==> src/rtl/max_diff_controller_if.sv <==
// rtl/max_diff_controller_if.sv - host, memory and datapath signal bundle for max_diff_controller
interface max_diff_controller_if #(
  parameter int ADDR_WIDTH = 8
);
  // host handshake
  logic                  go;
  logic [ADDR_WIDTH-1:0] start_addr;
  logic [ADDR_WIDTH-1:0] end_addr;
  logic                  busy;
  logic                  done;
  logic                  error;

  // memory read port
  logic                  mem_rd_en;
  logic [ADDR_WIDTH-1:0] mem_addr;
  logic                  mem_rd_valid;

  // datapath status flags
  logic                  i_lte_j;
  logic                  data_lt_min;
  logic                  data_lt_max;

  // datapath controls
  logic                  i_sel;
  logic                  i_ld;
  logic                  i_clr;
  logic                  j_ld;
  logic                  j_clr;
  logic                  data_reg_ld;
  logic                  data_reg_clr;
  logic                  sel_def_max_min;
  logic                  min_ld;
  logic                  min_clr;
  logic                  max_ld;
  logic                  max_clr;
  logic                  max_diff_ld;
  logic                  max_diff_clr;

  // controller side
  modport master (
    input  go, start_addr, end_addr, mem_rd_valid,
    input  i_lte_j, data_lt_min, data_lt_max,
    output busy, done, error, mem_rd_en, mem_addr,
    output i_sel, i_ld, i_clr, j_ld, j_clr, data_reg_ld, data_reg_clr,
    output sel_def_max_min, min_ld, min_clr, max_ld, max_clr,
    output max_diff_ld, max_diff_clr
  );

  // host / memory / datapath side
  modport slave (
    output go, start_addr, end_addr, mem_rd_valid,
    output i_lte_j, data_lt_min, data_lt_max,
    input  busy, done, error, mem_rd_en, mem_addr,
    input  i_sel, i_ld, i_clr, j_ld, j_clr, data_reg_ld, data_reg_clr,
    input  sel_def_max_min, min_ld, min_clr, max_ld, max_clr,
    input  max_diff_ld, max_diff_clr
  );
endinterface

==> src/rtl/max_diff_controller.sv <==
// rtl/max_diff_controller.sv - control FSM sequencing the max/min-difference datapath over an address range
module max_diff_controller #(
  parameter int ADDR_WIDTH     = 8,
  parameter int TIMEOUT_CYCLES = 16
) (
  input  logic                 clk,
  input  logic                 rst,
  max_diff_controller_if.master bus
);

  localparam int              TW       = (TIMEOUT_CYCLES > 2) ? $clog2(TIMEOUT_CYCLES) : 1;
  localparam logic [TW-1:0]   TMO_LAST = TW'(TIMEOUT_CYCLES - 1);

  typedef enum logic [3:0] {
    S_IDLE,
    S_INIT,
    S_CHECK,
    S_RD_REQ,
    S_RD_WAIT,
    S_CMP,
    S_DIFF,
    S_EMPTY,
    S_ERR,
    S_DONE
  } state_t;

  state_t                r_state;
  logic [ADDR_WIDTH-1:0] r_addr;
  logic [ADDR_WIDTH-1:0] r_end;
  logic [TW-1:0]         r_tmo;
  logic                  r_err;

  // Leaving on end-equality (not on i>j) keeps the counter from wrapping past 0xFF.
  logic w_last;
  assign w_last = (r_addr == r_end);

  logic                  w_mem_rd_en;
  logic [ADDR_WIDTH-1:0] w_mem_addr;
  logic                  w_i_sel;
  logic                  w_i_ld;
  logic                  w_j_ld;
  logic                  w_data_reg_ld;
  logic                  w_data_reg_clr;
  logic                  w_sel_def_max_min;
  logic                  w_min_ld;
  logic                  w_max_ld;
  logic                  w_max_diff_ld;
  logic                  w_max_diff_clr;
  logic                  w_busy;
  logic                  w_done;
  logic                  w_error;

  // State sequencing plus address, saved-end and timeout bookkeeping
  always_ff @(posedge clk) begin
    if (rst) begin
      r_state <= S_IDLE;
      r_addr  <= '0;
      r_end   <= '0;
      r_tmo   <= '0;
      r_err   <= 1'b0;
    end else begin
      case (r_state)
        S_IDLE: begin
          r_err <= 1'b0;
          if (bus.go) begin
            r_addr  <= bus.start_addr;
            r_end   <= bus.end_addr;
            r_state <= S_INIT;
          end
        end
        S_INIT: begin
          r_state <= S_CHECK;
        end
        S_CHECK: begin
          r_state <= bus.i_lte_j ? S_RD_REQ : S_EMPTY;
        end
        S_RD_REQ: begin
          r_tmo   <= '0;
          r_state <= S_RD_WAIT;
        end
        S_RD_WAIT: begin
          if (bus.mem_rd_valid) begin
            r_state <= S_CMP;
          end else if (r_tmo == TMO_LAST) begin
            r_state <= S_ERR;
          end else begin
            r_tmo <= r_tmo + 1'b1;
          end
        end
        S_CMP: begin
          if (w_last) begin
            r_state <= S_DIFF;
          end else begin
            r_addr  <= r_addr + 1'b1;
            r_state <= S_CHECK;
          end
        end
        S_DIFF: begin
          r_state <= S_DONE;
        end
        S_EMPTY: begin
          r_state <= S_DONE;
        end
        S_ERR: begin
          r_err   <= 1'b1;
          r_state <= S_DONE;
        end
        S_DONE: begin
          r_state <= S_IDLE;
        end
        default: begin
          r_state <= S_IDLE;
        end
      endcase
    end
  end

  // Datapath strobes decoded from state; only the CMP min/max loads and the RD_WAIT data load follow live inputs
  always_comb begin
    w_mem_rd_en       = 1'b0;
    w_mem_addr        = '0;
    w_i_sel           = 1'b0;
    w_i_ld            = 1'b0;
    w_j_ld            = 1'b0;
    w_data_reg_ld     = 1'b0;
    w_data_reg_clr    = 1'b0;
    w_sel_def_max_min = 1'b0;
    w_min_ld          = 1'b0;
    w_max_ld          = 1'b0;
    w_max_diff_ld     = 1'b0;
    w_max_diff_clr    = 1'b0;
    w_busy            = (r_state != S_IDLE);
    w_done            = 1'b0;
    w_error           = 1'b0;
    case (r_state)
      S_INIT: begin
        // i <- start, j <- end, min <- 0xFF, max <- 0x00
        w_i_ld         = 1'b1;
        w_j_ld         = 1'b1;
        w_min_ld       = 1'b1;
        w_max_ld       = 1'b1;
        w_data_reg_clr = 1'b1;
        w_max_diff_clr = 1'b1;
      end
      S_RD_REQ: begin
        w_mem_rd_en = 1'b1;
        w_mem_addr  = r_addr;
      end
      S_RD_WAIT: begin
        // memory data is wired straight into the data register
        w_data_reg_ld = bus.mem_rd_valid;
      end
      S_CMP: begin
        w_sel_def_max_min = 1'b1;
        w_min_ld          = bus.data_lt_min;
        w_max_ld          = bus.data_lt_max;
        if (!w_last) begin
          w_i_sel = 1'b1;
          w_i_ld  = 1'b1;
        end
      end
      S_DIFF: begin
        w_max_diff_ld = 1'b1;
      end
      S_EMPTY: begin
        // avoid publishing 0x00 - 0xFF when nothing was read
        w_max_diff_clr = 1'b1;
      end
      S_ERR: begin
        w_max_diff_clr = 1'b1;
      end
      S_DONE: begin
        w_done  = 1'b1;
        w_error = r_err;
      end
      default: begin
      end
    endcase
  end

  assign bus.mem_rd_en       = w_mem_rd_en;
  assign bus.mem_addr        = w_mem_addr;
  assign bus.i_sel           = w_i_sel;
  assign bus.i_ld            = w_i_ld;
  assign bus.i_clr           = 1'b0;
  assign bus.j_ld            = w_j_ld;
  assign bus.j_clr           = 1'b0;
  assign bus.data_reg_ld     = w_data_reg_ld;
  assign bus.data_reg_clr    = w_data_reg_clr;
  assign bus.sel_def_max_min = w_sel_def_max_min;
  assign bus.min_ld          = w_min_ld;
  assign bus.min_clr         = 1'b0;
  assign bus.max_ld          = w_max_ld;
  assign bus.max_clr         = 1'b0;
  assign bus.max_diff_ld     = w_max_diff_ld;
  assign bus.max_diff_clr    = w_max_diff_clr;
  assign bus.busy            = w_busy;
  assign bus.done            = w_done;
  assign bus.error           = w_error;

endmodule

==> src/flat_wrapper.sv <==
// flat-port wrapper written by rule: the top's interface ports become plain ports
module max_diff_controller_flat 
#(
  parameter int ADDR_WIDTH     = 8,
  parameter int TIMEOUT_CYCLES = 16
)
  (clk, rst, bus_go, bus_start_addr, bus_end_addr, bus_mem_rd_valid, bus_i_lte_j, bus_data_lt_min, bus_data_lt_max, bus_busy, bus_done, bus_error, bus_mem_rd_en, bus_mem_addr, bus_i_sel, bus_i_ld, bus_i_clr, bus_j_ld, bus_j_clr, bus_data_reg_ld, bus_data_reg_clr, bus_sel_def_max_min, bus_min_ld, bus_min_clr, bus_max_ld, bus_max_clr, bus_max_diff_ld, bus_max_diff_clr);
  max_diff_controller_if #(.ADDR_WIDTH(ADDR_WIDTH)) bus_i ();
  input  logic clk;
  input  logic rst;
  input wire logic [$bits(bus_i.go)-1:0] bus_go;
  input wire logic [$bits(bus_i.start_addr)-1:0] bus_start_addr;
  input wire logic [$bits(bus_i.end_addr)-1:0] bus_end_addr;
  input wire logic [$bits(bus_i.mem_rd_valid)-1:0] bus_mem_rd_valid;
  input wire logic [$bits(bus_i.i_lte_j)-1:0] bus_i_lte_j;
  input wire logic [$bits(bus_i.data_lt_min)-1:0] bus_data_lt_min;
  input wire logic [$bits(bus_i.data_lt_max)-1:0] bus_data_lt_max;
  output wire logic [$bits(bus_i.busy)-1:0] bus_busy;
  output wire logic [$bits(bus_i.done)-1:0] bus_done;
  output wire logic [$bits(bus_i.error)-1:0] bus_error;
  output wire logic [$bits(bus_i.mem_rd_en)-1:0] bus_mem_rd_en;
  output wire logic [$bits(bus_i.mem_addr)-1:0] bus_mem_addr;
  output wire logic [$bits(bus_i.i_sel)-1:0] bus_i_sel;
  output wire logic [$bits(bus_i.i_ld)-1:0] bus_i_ld;
  output wire logic [$bits(bus_i.i_clr)-1:0] bus_i_clr;
  output wire logic [$bits(bus_i.j_ld)-1:0] bus_j_ld;
  output wire logic [$bits(bus_i.j_clr)-1:0] bus_j_clr;
  output wire logic [$bits(bus_i.data_reg_ld)-1:0] bus_data_reg_ld;
  output wire logic [$bits(bus_i.data_reg_clr)-1:0] bus_data_reg_clr;
  output wire logic [$bits(bus_i.sel_def_max_min)-1:0] bus_sel_def_max_min;
  output wire logic [$bits(bus_i.min_ld)-1:0] bus_min_ld;
  output wire logic [$bits(bus_i.min_clr)-1:0] bus_min_clr;
  output wire logic [$bits(bus_i.max_ld)-1:0] bus_max_ld;
  output wire logic [$bits(bus_i.max_clr)-1:0] bus_max_clr;
  output wire logic [$bits(bus_i.max_diff_ld)-1:0] bus_max_diff_ld;
  output wire logic [$bits(bus_i.max_diff_clr)-1:0] bus_max_diff_clr;
  assign bus_i.go = bus_go;
  assign bus_i.start_addr = bus_start_addr;
  assign bus_i.end_addr = bus_end_addr;
  assign bus_i.mem_rd_valid = bus_mem_rd_valid;
  assign bus_i.i_lte_j = bus_i_lte_j;
  assign bus_i.data_lt_min = bus_data_lt_min;
  assign bus_i.data_lt_max = bus_data_lt_max;
  assign bus_busy = bus_i.busy;
  assign bus_done = bus_i.done;
  assign bus_error = bus_i.error;
  assign bus_mem_rd_en = bus_i.mem_rd_en;
  assign bus_mem_addr = bus_i.mem_addr;
  assign bus_i_sel = bus_i.i_sel;
  assign bus_i_ld = bus_i.i_ld;
  assign bus_i_clr = bus_i.i_clr;
  assign bus_j_ld = bus_i.j_ld;
  assign bus_j_clr = bus_i.j_clr;
  assign bus_data_reg_ld = bus_i.data_reg_ld;
  assign bus_data_reg_clr = bus_i.data_reg_clr;
  assign bus_sel_def_max_min = bus_i.sel_def_max_min;
  assign bus_min_ld = bus_i.min_ld;
  assign bus_min_clr = bus_i.min_clr;
  assign bus_max_ld = bus_i.max_ld;
  assign bus_max_clr = bus_i.max_clr;
  assign bus_max_diff_ld = bus_i.max_diff_ld;
  assign bus_max_diff_clr = bus_i.max_diff_clr;
  max_diff_controller #(.ADDR_WIDTH(ADDR_WIDTH), .TIMEOUT_CYCLES(TIMEOUT_CYCLES)) u_core (.clk(clk), .rst(rst), .bus(bus_i));
endmodule
==> config.mk <==
export PLATFORM = sky130hd
export DESIGN_NAME = max_diff_controller_flat
export DESIGN_NICKNAME = d
export VERILOG_FILES = /design/src/rtl/max_diff_controller_if.sv /design/src/rtl/max_diff_controller.sv /design/src/flat_wrapper.sv
export SDC_FILE = /design/constraint.sdc
export NUM_CORES = 1
export LEC_CHECK = 0
export CAP_MARGIN = 0
export CORE_MARGIN = 5
export CORE_UTILIZATION = 48
export CTS_BUF_LIST = sky130_fd_sc_hd__clkbuf_8
export CTS_CLUSTER_SIZE = 25
export DETAILED_ROUTE_END_ITERATION = 16
export PLACE_DENSITY = 0.93
export SLEW_MARGIN = 25
export SYNTH_ARGS = -nofsm -noshare
export SYNTH_HDL_FRONTEND = slang
export SYNTH_SLANG_ARGS = --single-unit
==> constraint.sdc <==
create_clock -name clk -period 2.2 [get_ports clk]
set_input_delay 0.33 -clock clk [delete_from_list [all_inputs] [get_ports clk]]
set_output_delay 0.33 -clock clk [all_outputs]
set_load 0.01 [all_outputs]
==> results.json <==
{
  "p_leak_nw": 1.071,
  "status": "complete, no violations",
  "regToRegEndpoint": "u_core.r_tmo[2]",
  "drive_gt1_share_pct": 20.85,
  "timing.fmax_ghz": 0.4637,
  "vias": 1665,
  "total_power_mw": 2.441,
  "synthToLayoutAreaGrowth_pct": 49.18,
  "root_buffer": "clkbuf_8",
  "clkSlewWorstSetupHoldPaths_ns": 0.10,
  "grt_pass1_wl_mm": 6.803,
  "syn_area_um2": 1534,
  "route.detailed.drc": 0,
  "synth_cell_types": 42,
  "min_from": "u_core.r_end[1]",
  "cellPowerDensity_nw_per_um2": 1067,
  "grt_antenna_before_repair": 0,
  "grt_max_degree": 18,
  "drt_first_pass_iters": 4,
  "final_cell_mix": "34 x clkdlybuf4s50_1, 29 x buf_4, 27 x nand2_1, 19 x dfxtp_1, 18 x nor2_1",
  "clockBufferDepth": 2,
  "worstSetupPathType": "register to primary output",
  "num_io_pins": 49,
  "synthArstFlopShare_pct": 0,
  "gp_congestion": 0.9425,
  "hold_path_depth": 2,
  "fin_skew_ns": 0.005084,
  "rows": 20,
  "dieArea_um2": 4426,
  "yosysSeqAreaShare_pct": 32.63,
  "yosysWarnings": 0,
  "port_buffers": 44,
  "core_area_um2": 3053,
  "cts_max_level": 1,
  "finalSetupTns_ns": 0,
  "finalSetupViolations": 0,
  "grt_use_total_pct": 19.73,
  "critical_path.max_stage_delay_ns": 0.52,
  "path_cells": "or2b_4 -> nor2_1 -> buf_4 -> buf_4 -> clkdlybuf4s50_1",
  "netlist_instances": 194,
  "maxSlewViolCount": 0,
  "ff2ff_path_depth": 6,
  "antenna_left": 0,
  "drtIter0Drc": 164,
  "synth-seq-cells": 25,
  "synth_ff_type": "dfxtp_1",
  "grt_overflow_total": 0,
  "finalHoldWorstSlack_ns": 0.4766,
  "vias_per_cell": 5.495,
  "finalWirelength_mm": 4.694,
  "cts.sinks": 25,
  "place_inst": 285,
  "final_area_um2": 2288,
  "insertion_delay_ns": 0.28,
  "cts_tree": "yes",
  "start_util_pct": 50.25,
  "worstPathRequired_ns": 1.87,
  "worstReg2RegStart": "u_core.r_state[0]",
  "placed_cell_area_um2": 2068,
  "hold_path.class": "register to register",
  "cp_common_cell": "buf_4",
  "routedWlPerCell_um": 15.49,
  "nFillCells": 224,
  "maxCapViolations": 0,
  "die_w_um": 66.53,
  "cp-start-kind": "register",
  "antenna_cells": 0,
  "synth_edf_count": 0,
  "crit_arrival_ns": 1.83,
  "syn_area_per_cell_um2": 7.907,
  "final_common_cell": "clkdlybuf4s50_1",
  "die_y_um": 66.53,
  "crit_fanout": 8,
  "cp_slowest_cell": "clkdlybuf4s50_1",
  "vdd_drop_max_v": 0.0006069,
  "ff2ff_setup_slack_ns": 0.12,
  "layoutNonFillerInstCount": 303,
  "detailed_place_hpwl_mm": 3.166,
  "cp-end-kind": "primary output",
  "hold_viol_final": 0,
  "holdPathEnd": "u_core.r_end[1]",
  "fin_crit_sh_pct": 98.02,
  "cts_inserted_buffers": 3,
  "grt_pass1_vias": 1499,
  "nets": 285,
  "period_minus_slack_ns": 2.157
}
-- cell families (layout without fill, tap and decap cells) --
| group | count (synthesis) | after routing | synth area share [%] |
|---|---|---|---|
| other | 1 | 4 | 0.2445 |
| AO/OA/AOI/OAI | 40 | 40 | 19.25 |
| XOR/XNOR | 11 | 11 | 6.280 |
| multiplexers | 4 | 4 | 2.692 |
| adder cells (fa/ha/maj) | 2 | 2 | 1.631 |
| flip-flops | 25 | 25 | 32.63 |
| AND/OR/NAND/NOR | 91 | 91 | 30.51 |
| buffers and inverters | 20 | 82 | 6.770 |
-- how the worst max path moves through the flow --
stage                                 start               to  slack (ns)
after global placement    u_core.r_state[1]         bus_i_ld        0.20
after floorplan           u_core.r_state[0]  u_core.r_tmo[3]        0.43
after global routing      u_core.r_state[2]    bus_mem_rd_en      -0.006
after detailed placement   u_core.r_addr[2]         bus_i_ld        0.15
after CTS                 u_core.r_state[2]         bus_i_ld       -0.03
final                     u_core.r_state[2]    bus_mem_rd_en        0.04
-- per-layer routing --
layer	routed length, µm	up-vias	GRT usage, %
met5	0	-	0
met4	106	0	6.091
met3	317	11	3.373
met2	2364	78	35.32
met1	1906	769	23.74
li1	-	807	-
-- metrics by stage --
| step | worst slack [ns] | util, % |
|---|---|---|
| 2_1_floorplan | 0.4338 | - |
| 6_report | 0.04350 | 74.96 |
| 3_5_place_dp | 0.1462 | 67.75 |
| 4_1_cts | -0.03225 | 71.60 |
| 3_3_place_gp | 0.2034 | 67.75 |
| 5_1_grt | -0.006094 | 74.96 |
-- power by group --
group | leakage (nW) | internal (mW) | switching (mW)
logic | 0.841 | 0.745 | 0.711
registers | 0.208 | 0.567 | 0.127
clock network | 0.0217 | 0.129 | 0.162
-- worst max-delay path: cells and delay by family (launching register included) --
| family | cells | cell delay (ns) |
|---|---|---|
| buf+inv | 3 | 0.79 |
| simple gates | 2 | 0.37 |
| flops | 1 | 0.38 |
-- state kept, by name, indices dropped and copies added (netlist names) --
signal          flops
u_core.r_end        8
u_core.r_tmo        4
u_core.r_err        1
u_core.r_state      4
u_core.r_addr       8
-- cell usage after synthesis, types with 2 or more instances --
master | n | area [µm²]
and2_1 | 9 | 56.30
nand2_1 | 28 | 105.1
inv_1 | 4 | 15.01
nand3_1 | 4 | 20.02
nand2b_1 | 3 | 18.77
o21ai_0 | 3 | 15.01
a21oi_1 | 15 | 75.07
and3_1 | 6 | 37.54
a31oi_1 | 2 | 12.51
nor2_1 | 19 | 71.32
a211oi_1 | 3 | 22.52
xor2_1 | 11 | 96.34
nor3_1 | 8 | 40.04
a221oi_1 | 3 | 26.28
nand4_1 | 3 | 18.77
buf_2 | 2 | 10.01
mux2i_1 | 3 | 30.03
ha_1 | 2 | 25.02
o21a_1 | 3 | 22.52
buf_4 | 5 | 37.54
a311oi_1 | 4 | 35.03
clkbuf_1 | 7 | 26.28
dfxtp_1 | 25 | 500.5
nor3b_1 | 2 | 15.01
or3_1 | 2 | 12.51
nor4_2 | 2 | 25.02
-- cell type report --
| class | count | area (µm²) | share of cell area [%] |
|---|---|---|---|
| inverters | 5 | 18.77 | 0.8201 |
| repair buffers | 73 | 660.6 | 28.87 |
| clock buffers | 3 | 41.29 | 1.804 |
| clock inverters | 1 | 7.507 | 0.3280 |
| well taps | 44 | 55.05 | 2.406 |
| flip-flops and latches | 25 | 515.5 | 22.53 |
| multi-input cells | 152 | 989.7 | 43.25 |
-- timing repair --
action,4_1_cts,5_1_grt
pin swaps,2,5
setup endpoints to repair,13,16
hold endpoints to repair,0,0
gates resized for setup,11,17
setup buffers,9,7
hold buffers,0,0
Note: power is estimated with default switching activity, not from simulation.
